## config.mk

```make
export PLATFORM = sky130hd
export DESIGN_NAME = hdmi_stream_out
export DESIGN_NICKNAME = d
export VERILOG_FILES = /design/src/rtl/hdmi_pkg.sv /design/src/rtl/hdmi_timing_core.sv /design/src/rtl/hdmi_stream_out.sv
export SDC_FILE = /design/constraint.sdc
export NUM_CORES = 1
export LEC_CHECK = 0
export ABC_AREA = 0
export CORE_MARGIN = 2
export CORE_UTILIZATION = 35
export CTS_BUF_LIST = sky130_fd_sc_hd__clkbuf_2
export DETAILED_ROUTE_END_ITERATION = 10
export MAX_ROUTING_LAYER = met4
export PLACE_DENSITY = 0.72
export SETUP_SLACK_MARGIN = 0.3
export SLEW_MARGIN = 5
export SYNTH_ARGS = -nofsm -noshare
export SYNTH_HDL_FRONTEND = slang
export SYNTH_SLANG_ARGS = --single-unit
```

## constraint.sdc

```tcl
create_clock -name clk24 -period 4.85 [get_ports clk24]
set_clock_uncertainty 0.15 [all_clocks]
set_input_delay 0.485 -clock clk24 [delete_from_list [all_inputs] [get_ports clk24]]
set_output_delay 0.485 -clock clk24 [all_outputs]
set_load 0.005 [all_outputs]
```

## src/rtl/hdmi_pkg.sv

```systemverilog
// Shared types for the HDMI stream output path: lock state machine states,
// a video timing record with the 640x480 defaults, and a counter width helper.
package hdmi_pkg;

  typedef enum logic [1:0] {
    SEEK   = 2'd0,
    ARMED  = 2'd1,
    LOCKED = 2'd2
  } state_t;

  typedef struct packed {
    int h_active;
    int h_fp;
    int h_sync;
    int h_bp;
    int v_active;
    int v_fp;
    int v_sync;
    int v_bp;
  } timing_t;

  localparam timing_t VGA_640X480 = '{
    h_active: 640, h_fp: 16, h_sync: 96, h_bp: 48,
    v_active: 480, v_fp: 10, v_sync: 2,  v_bp: 33
  };

  // Counter width for a count of 'total' positions, never narrower than 1 bit.
  function automatic int cnt_w(input int total);
    return (total > 1) ? $clog2(total) : 1;
  endfunction

endpackage

```

## src/rtl/hdmi_timing_core.sv

```systemverilog
// Free-running horizontal/vertical slot counters with sync and active-area
// decode of the current position. Counters only ever restart on reset.
module hdmi_timing_core
  import hdmi_pkg::*;
#(
  parameter int PPC      = 2,
  parameter int H_ACTIVE = VGA_640X480.h_active,
  parameter int H_FP     = VGA_640X480.h_fp,
  parameter int H_SYNC   = VGA_640X480.h_sync,
  parameter int H_BP     = VGA_640X480.h_bp,
  parameter int V_ACTIVE = VGA_640X480.v_active,
  parameter int V_FP     = VGA_640X480.v_fp,
  parameter int V_SYNC   = VGA_640X480.v_sync,
  parameter int V_BP     = VGA_640X480.v_bp,
  parameter int HW       = cnt_w((H_ACTIVE + H_FP + H_SYNC + H_BP) / PPC),
  parameter int VW       = cnt_w(V_ACTIVE + V_FP + V_SYNC + V_BP)
) (
  input  logic          clk24,
  input  logic          rst_n,
  output logic [HW-1:0] h,
  output logic [VW-1:0] v,
  output logic          active,
  output logic          hs,
  output logic          vs
);

  localparam int HT     = (H_ACTIVE + H_FP + H_SYNC + H_BP) / PPC;
  localparam int VT     = V_ACTIVE + V_FP + V_SYNC + V_BP;
  localparam int H_ACT  = H_ACTIVE / PPC;
  localparam int HS_BEG = (H_ACTIVE + H_FP) / PPC;
  localparam int HS_END = (H_ACTIVE + H_FP + H_SYNC) / PPC;
  localparam int VS_BEG = V_ACTIVE + V_FP;
  localparam int VS_END = V_ACTIVE + V_FP + V_SYNC;

  always_ff @(posedge clk24) begin
    if (!rst_n) begin
      h <= '0;
      v <= '0;
    end else if (int'(h) == HT - 1) begin
      h <= '0;
      v <= (int'(v) == VT - 1) ? '0 : v + VW'(1);
    end else begin
      h <= h + HW'(1);
    end
  end

  // Compare in int so end-of-range bounds equal to the total still decode.
  assign active = (int'(h) < H_ACT) && (int'(v) < V_ACTIVE);
  assign hs     = (int'(h) >= HS_BEG) && (int'(h) < HS_END);
  assign vs     = (int'(v) >= VS_BEG) && (int'(v) < VS_END);

endmodule

```

## src/rtl/hdmi_stream_out.sv

```systemverilog
// Locks an incoming pixel-beat stream to a free-running video raster and
// emits registered HDMI pixel/sync/blank signals; faults drop back to SEEK.
module hdmi_stream_out
  import hdmi_pkg::*;
#(
  parameter int   PPC      = 2,
  parameter int   BPC      = 8,
  parameter int   H_ACTIVE = VGA_640X480.h_active,
  parameter int   H_FP     = VGA_640X480.h_fp,
  parameter int   H_SYNC   = VGA_640X480.h_sync,
  parameter int   H_BP     = VGA_640X480.h_bp,
  parameter int   V_ACTIVE = VGA_640X480.v_active,
  parameter int   V_FP     = VGA_640X480.v_fp,
  parameter int   V_SYNC   = VGA_640X480.v_sync,
  parameter int   V_BP     = VGA_640X480.v_bp,
  parameter logic HS_POL   = 1'b0,
  parameter logic VS_POL   = 1'b0
) (
  input  logic                   clk24,
  input  logic                   rst_n,
  input  logic [PPC*3*BPC-1:0]   s_data,
  input  logic                   s_valid,
  input  logic                   s_sof,
  input  logic                   s_eol,
  output logic                   s_ready,
  output logic [PPC*3*BPC-1:0]   hdmi_data,
  output logic                   hdmi_hsync,
  output logic                   hdmi_vsync,
  output logic                   hdmi_hblank,
  output logic                   hdmi_vblank,
  output logic                   hdmi_active_video,
  output logic                   locked,
  output logic                   underflow,
  output state_t                 dbg_state
);

  localparam int HW    = cnt_w((H_ACTIVE + H_FP + H_SYNC + H_BP) / PPC);
  localparam int VW    = cnt_w(V_ACTIVE + V_FP + V_SYNC + V_BP);
  localparam int H_ACT = H_ACTIVE / PPC;

  logic [HW-1:0] h;
  logic [VW-1:0] v;
  logic          active, hs, vs;
  logic          at_origin, eol_slot, fire, fault;
  state_t        state, state_nxt;

  hdmi_timing_core #(
    .PPC(PPC), .H_ACTIVE(H_ACTIVE), .H_FP(H_FP), .H_SYNC(H_SYNC), .H_BP(H_BP),
    .V_ACTIVE(V_ACTIVE), .V_FP(V_FP), .V_SYNC(V_SYNC), .V_BP(V_BP),
    .HW(HW), .VW(VW)
  ) u_timing (
    .clk24 (clk24),
    .rst_n (rst_n),
    .h     (h),
    .v     (v),
    .active(active),
    .hs    (hs),
    .vs    (vs)
  );

  assign at_origin = (h == '0) && (v == '0);
  assign eol_slot  = (int'(h) == H_ACT - 1);
  assign dbg_state = state;

  // Handshake: a beat transfers on any clk24 edge where s_valid && s_ready.
  // In SEEK, ready drops for a valid SOF beat so that beat is left in place
  // for ARMED to take at the frame origin.
  always_comb begin
    s_ready   = 1'b0;
    state_nxt = state;
    fault     = 1'b0;
    if (rst_n) begin
      case (state)
        SEEK: begin
          s_ready = !(s_valid && s_sof);
          if (s_valid && s_sof) state_nxt = ARMED;
        end
        ARMED: begin
          s_ready = at_origin;
          if (at_origin && s_valid) state_nxt = LOCKED;
        end
        LOCKED: begin
          s_ready = active;
          if (active) begin
            fault = !s_valid || (s_eol != eol_slot) || (s_sof && !at_origin);
            if (fault) state_nxt = SEEK;
          end
        end
        default: state_nxt = SEEK;
      endcase
    end
  end

  assign fire = s_valid && s_ready;

  always_ff @(posedge clk24) begin
    if (!rst_n) state <= SEEK;
    else        state <= state_nxt;
  end

  always_ff @(posedge clk24) begin
    if (!rst_n) begin
      hdmi_data         <= '0;
      hdmi_hsync        <= ~HS_POL;
      hdmi_vsync        <= ~VS_POL;
      hdmi_hblank       <= 1'b1;
      hdmi_vblank       <= 1'b1;
      hdmi_active_video <= 1'b0;
      locked            <= 1'b0;
      underflow         <= 1'b0;
    end else begin
      // Beats taken in SEEK are discarded; everything else consumed is shown.
      hdmi_data         <= (fire && state != SEEK) ? s_data : '0;
      hdmi_hsync        <= hs ? HS_POL : ~HS_POL;
      hdmi_vsync        <= vs ? VS_POL : ~VS_POL;
      hdmi_hblank       <= (int'(h) >= H_ACT);
      hdmi_vblank       <= (int'(v) >= V_ACTIVE);
      hdmi_active_video <= active;
      locked            <= (state_nxt == LOCKED);
      if (fault) underflow <= 1'b1;
    end
  end

endmodule
```

* After elaboration in Yosys (flattened, before gate mapping)
Cells that the tools add are included.
** Storage, ports and cells
- Logic and storage cells :: 63
- Register bits after elaboration :: 76
- Output and inout port bits :: 58
- Input bits :: 53
** Operators by class
- Bitwise logic cells :: 1
- Add/sub/neg operators :: 2
- Muxes and demuxes :: 14
- Reduce and logical (&&, ||, !) cells :: 20
- $lt $le $gt $ge :: 8
- Equal/unequal tests :: 7
** Operator list (count)
- 10-bit by 9-bit greater-or-equal comparator with 1-bit output (second input constant) :: 2
- 10-bit by 9-bit < comparator with 1-bit output (second input constant) :: 2
- 9-bit greater-or-equal comparator (second input constant) :: 2
- 9-bit < comparator (second input constant) :: 2
- 10-bit by 1-bit adder with 10-bit output (second input constant) :: 1
- 10-bit == test (second input constant) :: 1
- 10-bit logical NOT :: 1
- 10-bit 2-to-1 mux :: 1
- 2-bit 2-to-1 mux :: 5
- 9-bit by 1-bit adder with 9-bit output (second input constant) :: 1
- 9-bit by 8-bit == test with 1-bit output (second input constant) :: 1
- 9-bit == test (second input constant) :: 1
- 1-bit logical AND :: 9
- 9-bit logical NOT :: 1
- 1-bit 2-to-1 mux :: 6
- 2-bit one-hot mux with 3 select lines :: 1
- 2-bit == test (second input constant) :: 2
- 1-bit logical NOT :: 3
- 1-bit one-hot mux with 3 select lines :: 1
- 2-bit by 1-bit == test with 1-bit output (second input constant) :: 1
- 2-bit logical NOT :: 1
- 1-bit logical OR :: 2
- 2-bit AND reduction :: 1
- 2-bit nonzero test :: 1
- 3 further kinds :: 3

* Depth between registers and ports, before layout
Gate-level depths: netlist of the first run.
- Depth in word-level cells :: 10
- Gate-level depth with buffers :: 8

* By module
From an unflattened synthesis of the first run, not the netlist that was laid out.
** Second synthesis, totals
- Cell total of the unflattened synthesis :: 269
- Area, all modules :: 2778.9 µm²
** By module, submodules not included
- hdmi_stream_out :: times used 1, sequential area each 1141.1 µm², cells an instance 153, area an instance 1744.2 µm²
- hdmi_timing_core :: times used 1, sequential area each 380.4 µm², cells an instance 116, area an instance 1034.7 µm²

* Worst setup path after synthesis of the first run
No wires, ideal clock.
- Path kind :: register to output
- Start point :: register u_timing.h[0]
- End point :: output port s_ready
- Cell stages (with the launch flop) :: 8
- Required time :: 4.215 ns
- Slack :: 2.637 ns
- Data arrival time :: 1.578 ns
- Buffers on the path :: 1
- Path through :: dfxtp_1 inv_1 ha_1 or4b_4 nor2_2 nand3_1 buf_2 a31oi_1
** Between the ends
- Longest elaborated chain between the ends :: 4
- Elaborated cells on any way between the ends :: 6
- Those cells by class :: order compare (1); mux (2); reduce/logical (3)
** RTL lines
- start: declaration :: line hdmi_timing_core.sv:20 : output logic [HW-1:0] h,
- start signal: assignment :: line hdmi_timing_core.sv:43 : h <= h + HW'(1);
- 9-bit < comparator / 9-bit logical NOT (equally long branches) :: line hdmi_timing_core.sv:48, hdmi_stream_out.sv:61
- 1-bit logical AND, on equally long branches :: line hdmi_timing_core.sv:48, hdmi_stream_out.sv:61
- 1-bit one-hot mux with 3 select lines * :: line hdmi_stream_out.sv:73 : case (state)
- 1-bit 2-to-1 mux * :: line hdmi_stream_out.sv:72 : if (rst_n) begin
- end: declaration :: line hdmi_stream_out.sv:25 : output logic s_ready,
Every way passes the cells marked *; elsewhere a longest branch is shown, timed or not.

* Worst setup path in the final report of the first run
- Start point :: register u_timing.h[8]
- End point :: output port s_ready
The elaborated chain is that of the path after synthesis.

==> impl_metrics.ini, run 1 <==
[finish]
area_delta_synth_final_pct = 45.5
antennaDiodeCount = 0
nNetsFinal = 480
final_common_cell = clkdlybuf4s50_1
drive_above_1_share_pct = 5.85
n_fill_cell = 701
mostFrequentLayoutCells = clkdlybuf4s50_1, dfxtp_1, nand2_1

[grt]
grt_pass1_vias = 2426
track_usage_pct = 17.3
antenna_found_initial = 0
grt_pass1_wl_um = 11600
overflow = 0
grt_max_degree = 51

[route]
wirelength_um = 7320
drc = 0
via_per_inst = 4.95
ant_nets = 0
drt_first_iter_violations = 117
wl_per_cell_um = 13.8
drt_pass1_iterations = 5
route.vias.total = 2616

[timing]
finalHoldViolCount = 0
tightest_slew_ns = 0.828
setup_violations = 0
grt_setup_unrepaired = no
fmax_mhz = 296
period_share_pct = 69.7
relSlewSlack_pct = 44.8
finalMaxSlewViolations = 0
fin_crit_ns = 3.38
worst_hold_slack_ns = 0.328
setup_tns_ns = 0

[worst_setup_path]
crit_buf_inv = 2
rr_startpoint = u_timing.h[8]
cpMaxStageDelayCell = dfxtp_1
criticalPathCategory = reg -> out
reg2reg_to = locked
cp_max_fo = 50
rr_worst_depth = 4
crit_family = buffers and inverters
cp.arrival_ns = 2.74
r2r_setup_slack_ns = 2.71
start_kind = flop
required_ns = 4.22
crit_end = s_ready
worstSetupStartpoint = u_timing.h[8]
cp-end-kind = primary output
cp_cell_sequence = o21ai_0 > nand4b_1 > buf_4 > a31oi_1 > clkdlybuf4s50_1
slowest_delay_ns = 0.62
crit_cells = 5

[synthesis]
netlist_area_mm2 = 0.00285
avgSynthCellArea_um2 = 8.92
synth_area_leaders = dfxtp_1, a21oi_1, nand2_1
synthFlopType = dfxtp_1
ys_types = 42
netlist.area_leader.share_pct = 53.5
syn_inst = 319
yosysWarningCount = 0
synthArstFlopShare_pct = 0
ys_ff_latch = 76
synth_edf_count = 0
yosys.area.top_type = dfxtp_1
syn-num-nets = 376
ys_seq_area_share_pct = 53.5

[power_and_ir_drop]
swShare_pct = 23.6
power_density_mw_per_mm2 = 276
p_int_uw = 873
p_leak_nw = 1.46
seq_power_share_pct = 56.2
clkPwrFrac_pct = 33.9
switchingPower_uw = 270
ir_drop_uv = 142
p_comb_share_pct = 9.9

[clocking]
cts_buffers = 9
cts_hold_buf = 0
cts-root-buf = clkbuf_2
cts_tree = done
path_clk_slew_ns = 0.22
cts_max_level = 3
clockBufferDepth = 2
cts_sinks = 76
cts_resized = 0
cts_setup_buffers = 0
clk_latency_ns = 0.49

[placed_design]
dp_hpwl_um = 5240
gp_congestion = 0.840
numPortBuffers = 110

[min_path]
hp-class = in -> reg

[floorplanning]
die_x_um = 94.2
die_area_mm2 = 0.00887
core_area_mm2 = 0.00781
io_pins = 111
initial_core_util_pct = 36.5
die_h_um = 94.2
rows = 32

[flow_run]
drv_cap = 0

[run_status]
status = complete, no violations
## kinds of logic after synthesis
kind of cell	Yosys count	synth area share [%]
adder cells (fa/ha/maj)	4	1.76
XOR/XNOR	10	3.08
AO/OA/AOI/OAI	72	14.0
AND/OR/NAND/NOR	131	23.6
buffers and inverters	26	4.13
flip-flops	76	53.5
## per-layer routing
layer,vias up,global-route usage (%),wire length (µm)
li1,1311,-,-
met1,1190,20.8,3160
met2,103,27.0,3520
met3,12,4.98,503
met4,0,7.85,145
met5,-,-,0
## registers in the layout, summed over array words and instances, names as in the netlist
register / cells
dbg_state: 2
hdmi_active_video: 1
hdmi_data: 48
hdmi_hblank: 1
hdmi_hsync: 1
hdmi_vblank: 1
hdmi_vsync: 1
locked: 1
u_timing.h: 9
u_timing.v: 10
underflow: 1
## layout make-up
| class | instances | area (µm²) | area share, % |
|---|---|---|---|
| inverter | 6 | 22.5 | 0.544 |
| sequential | 76 | 1520 | 36.7 |
| tap | 102 | 128 | 3.08 |
| timing repair buffer | 113 | 1120 | 27.1 |
| clock inverter | 6 | 90.1 | 2.17 |
| multi-input combinational | 217 | 1210 | 29.3 |
| clock buffer | 9 | 45.0 | 1.09 |
## worst register-to-register path, delay by kind of cell (launching register included)
kind / cells / cell delay, ns
compound gates: 1 / 0.29
simple gates: 3 / 0.99
flops: 1 / 0.62
## Yosys cell counts (2+ instances only)
cell type / instances
nand2_1: 58
and2_1: 2
xor2_1: 5
ha_1: 4
nor3_1: 5
or4_1: 5
a41oi_1: 2
a21oi_1: 57
nand3_1: 15
clkbuf_1: 16
nor2_1: 16
and3_1: 5
xnor2_1: 5
inv_1: 6
o31ai_1: 5
o21ai_0: 2
dfxtp_1: 76
and3_2: 2
nand4_1: 7
nor2b_1: 2
nand4b_1: 2
buf_6: 2
## power groups by stage
stage	Sequential (mW)	Combinational, mW	Clock, mW
final	0.642	0.114	0.387
after global routing	0.644	0.124	0.428
after CTS	0.642	0.115	0.400
after detailed placement	0.655	0.114	0
after global placement	0.654	0.113	0
after floorplan	0.655	0.0419	0
## worst min-delay path by stage
stage / from / end / slack (ns) / depth (start not counted)
final: s_data[40] / hdmi_data[40] / 0.33 / 3
after global routing: s_data[36] / hdmi_data[36] / 0.25 / 3
after CTS: s_data[16] / hdmi_data[16] / 0.28 / 3
after detailed placement: u_timing.h[0] / u_timing.h[0] / 0.31 / 1
after global placement: u_timing.h[0] / u_timing.h[0] / 0.29 / 1
after floorplan: u_timing.v[1] / hdmi_vsync / 0.26 / 1
## per-stage QoR
step	setup slack (ns)	power, mW	instance area, µm²	util [%]	cells
after floorplan	2.64	0.697	2850	-	319
after global placement	2.03	0.768	4010	51.3	514
after detailed placement	2.03	0.768	4010	51.3	514
after CTS	1.46	1.16	4140	53.1	529
after global routing	1.19	1.20	4140	53.1	529
final	1.47	1.14	4140	53.1	529
No activity file was read; power rests on OpenSTA's default activity.
==> run 2, diff against run 1 <==
--- a/config.mk
+++ b/config.mk
@@ -11,7 +11,7 @@
 export CTS_BUF_LIST = sky130_fd_sc_hd__clkbuf_2
 export DETAILED_ROUTE_END_ITERATION = 10
 export MAX_ROUTING_LAYER = met4
-export PLACE_DENSITY = 0.72
+export PLACE_DENSITY = 0.75
 export SETUP_SLACK_MARGIN = 0.3
 export SLEW_MARGIN = 5
 export SYNTH_ARGS = -nofsm -noshare
==> constraint.sdc (replaced) <==
create_clock -name clk24 -period 2.7 [get_ports clk24]
set_clock_uncertainty 0.15 [all_clocks]
set_input_delay 0.27 -clock clk24 [delete_from_list [all_inputs] [get_ports clk24]]
set_output_delay 0.27 -clock clk24 [all_outputs]
set_load 0.005 [all_outputs]
==> impl_metrics.ini, run 2 (synthesis results as in run 1) <==
[run_status]
status = complete, no violations

[finish]
area_delta_synth_final_pct = 48.7
regMostFlops = hdmi_data
largest_reg_flops = 48
top_regs = hdmi_data x48, u_timing.v x10, u_timing.h x9
nNetsFinal = 487
antennaDiodeCount = 0
stdcell_area_mm2 = 0.00423
final_common_cell = clkdlybuf4s50_1
drive_above_1_share_pct = 9.20
n_fill_cell = 713
mostFrequentLayoutCells = clkdlybuf4s50_1, dfxtp_1, nand2_1

[min_path]
hp-start = s_data[12]
hp-class = in -> reg
whs_path_depth = 3
hold_end = hdmi_data[12]

[worst_setup_path]
cp_cell_sequence = inv_2 > ha_4 > or4b_4 > nor2_4 > nand3_2 > a31oi_1 > buf_2
reg2reg_to = u_timing.v[2]
cp_max_fo = 2
start_kind = flop
r2r_setup_slack_ns = 0.55
cp.arrival_ns = 2.04
cpMaxStageDelayCell = or4b_4
cp-end-kind = primary output
slowest_delay_ns = 0.47
rr_startpoint = u_timing.h[0]
criticalPathCategory = reg -> out
required_ns = 2.28
rr_worst_depth = 6

[floorplanning]
die_h_um = 94.2
die_area_mm2 = 0.00887
initial_core_util_pct = 36.5
io_pins = 111
die_x_um = 94.2
core_area_mm2 = 0.00781
rows = 32

[grt]
track_usage_pct = 17.3
grtUsageMet3_pct = 3.53
overflow = 0
grt_max_degree = 50
gr-usage-met1_pct = 20.2
grt_use_met2_pct = 28.4
grt_pass1_wl_um = 11700
grt_pass1_vias = 2455
busiest_layer = met2
antenna_found_initial = 0

[power_and_ir_drop]
p_leak_nw = 1.51
switchingPower_uw = 499
clkPwrFrac_pct = 34.0
p_int_mw = 1.59
swShare_pct = 23.9
power_density_mw_per_mm2 = 493
p_comb_share_pct = 10.6
ir_drop_uv = 257
seq_power_share_pct = 55.3

[route]
via_per_inst = 5.06
wirelength_um = 7610
drc = 0
drt_pass1_iterations = 4
drt_first_iter_violations = 114
ant_nets = 0
wl_per_cell_um = 14.2
route.vias.total = 2715

[timing]
fin_crit_ns = 2.46
grt_setup_unrepaired = yes
fmax_mhz = 407
finalMaxSlewViolations = 0
setup_violations = 0
period_share_pct = 91.1
relSlewSlack_pct = 59.6
finalHoldViolCount = 0
setup_tns_ns = 0
tightest_slew_ns = 0.602

[clocking]
cts_max_level = 3
cts_tree = done
cts_buffers = 9
path_clk_slew_ns = 0.23
clk_latency_ns = 0.50
cts_sinks = 76
clockBufferDepth = 2
cts-root-buf = clkbuf_2

[placed_design]
numPortBuffers = 110
dp_hpwl_um = 5370
gp_congestion = 0.881
placed_area_mm2 = 0.00403

[flow_run]
drv_cap = 0
## run 2: worst max path at each step
stage	startpoint	endpoint	slack, ns	cells after the start
2_1_floorplan	u_timing.h[0]	s_ready	0.70	7
4_1_cts	u_timing.h[1]	s_ready	0.21	7
3_5_place_dp	u_timing.h[0]	s_ready	0.27	7
3_3_place_gp	u_timing.h[0]	s_ready	0.31	7
5_1_grt	u_timing.h[0]	s_ready	0.15	7
6_report	u_timing.h[0]	s_ready	0.24	7
## run 2: final cells by class
class	instances	area, µm²	share of cell area [%]
sequential	76	1520	36.0
multi-input combinational	217	1250	29.5
timing repair buffer	120	1170	27.7
tap	102	128	3.02
clock inverter	6	88.8	2.10
clock buffer	10	50.0	1.18
inverter	6	22.5	0.532
## run 2: metal layers
layer | vias to the layer above | wire (µm)
li1 | 1330 | -
met1 | 1278 | 3310
met2 | 94 | 3660
met3 | 13 | 464
met4 | 0 | 172
met5 | - | 0
## run 2: critical path, delay by kind of cell, from the launching register on
family,cells,cell delay [ns]
buffers and inverters,2,0.23
DFF,1,0.36
adders and majority gates,1,0.11
AOI/OAI and AO/OA,1,0.18
and+or+nand+nor,3,0.66
## run 2: power groups by stage
stage | clock network, mW | registers [mW] | logic [mW]
finish | 0.709 | 1.15 | 0.222
global route | 0.776 | 1.16 | 0.241
CTS | 0.727 | 1.15 | 0.220
detailed placement | 0 | 1.18 | 0.207
global placement | 0 | 1.18 | 0.205
floorplan | 0 | 1.18 | 0.0753
## run 2: timing repair
| item | in CTS | in global routing |
|---|---|---|
| pin swaps | 2 | 2 |
| setup endpoints to repair | 1 | 1 |
| hold buffers | 0 | 0 |
| endpoints found under the hold margin | 0 | 0 |
| buffers inserted | 3 | 1 |
| gates resized for setup | 14 | 2 |
## run 2: stage by stage
step	std cells	util [%]	hold slack [ns]	worst slack, ns	power, mW
final	537	54.2	0.0955	0.240	2.08
after global routing	537	54.2	0.0434	0.146	2.17
after CTS	536	54.0	0.0490	0.212	2.10
after detailed placement	517	51.6	0.314	0.269	1.38
after global placement	517	51.6	0.296	0.309	1.38
after floorplan	319	-	0.236	0.702	1.25
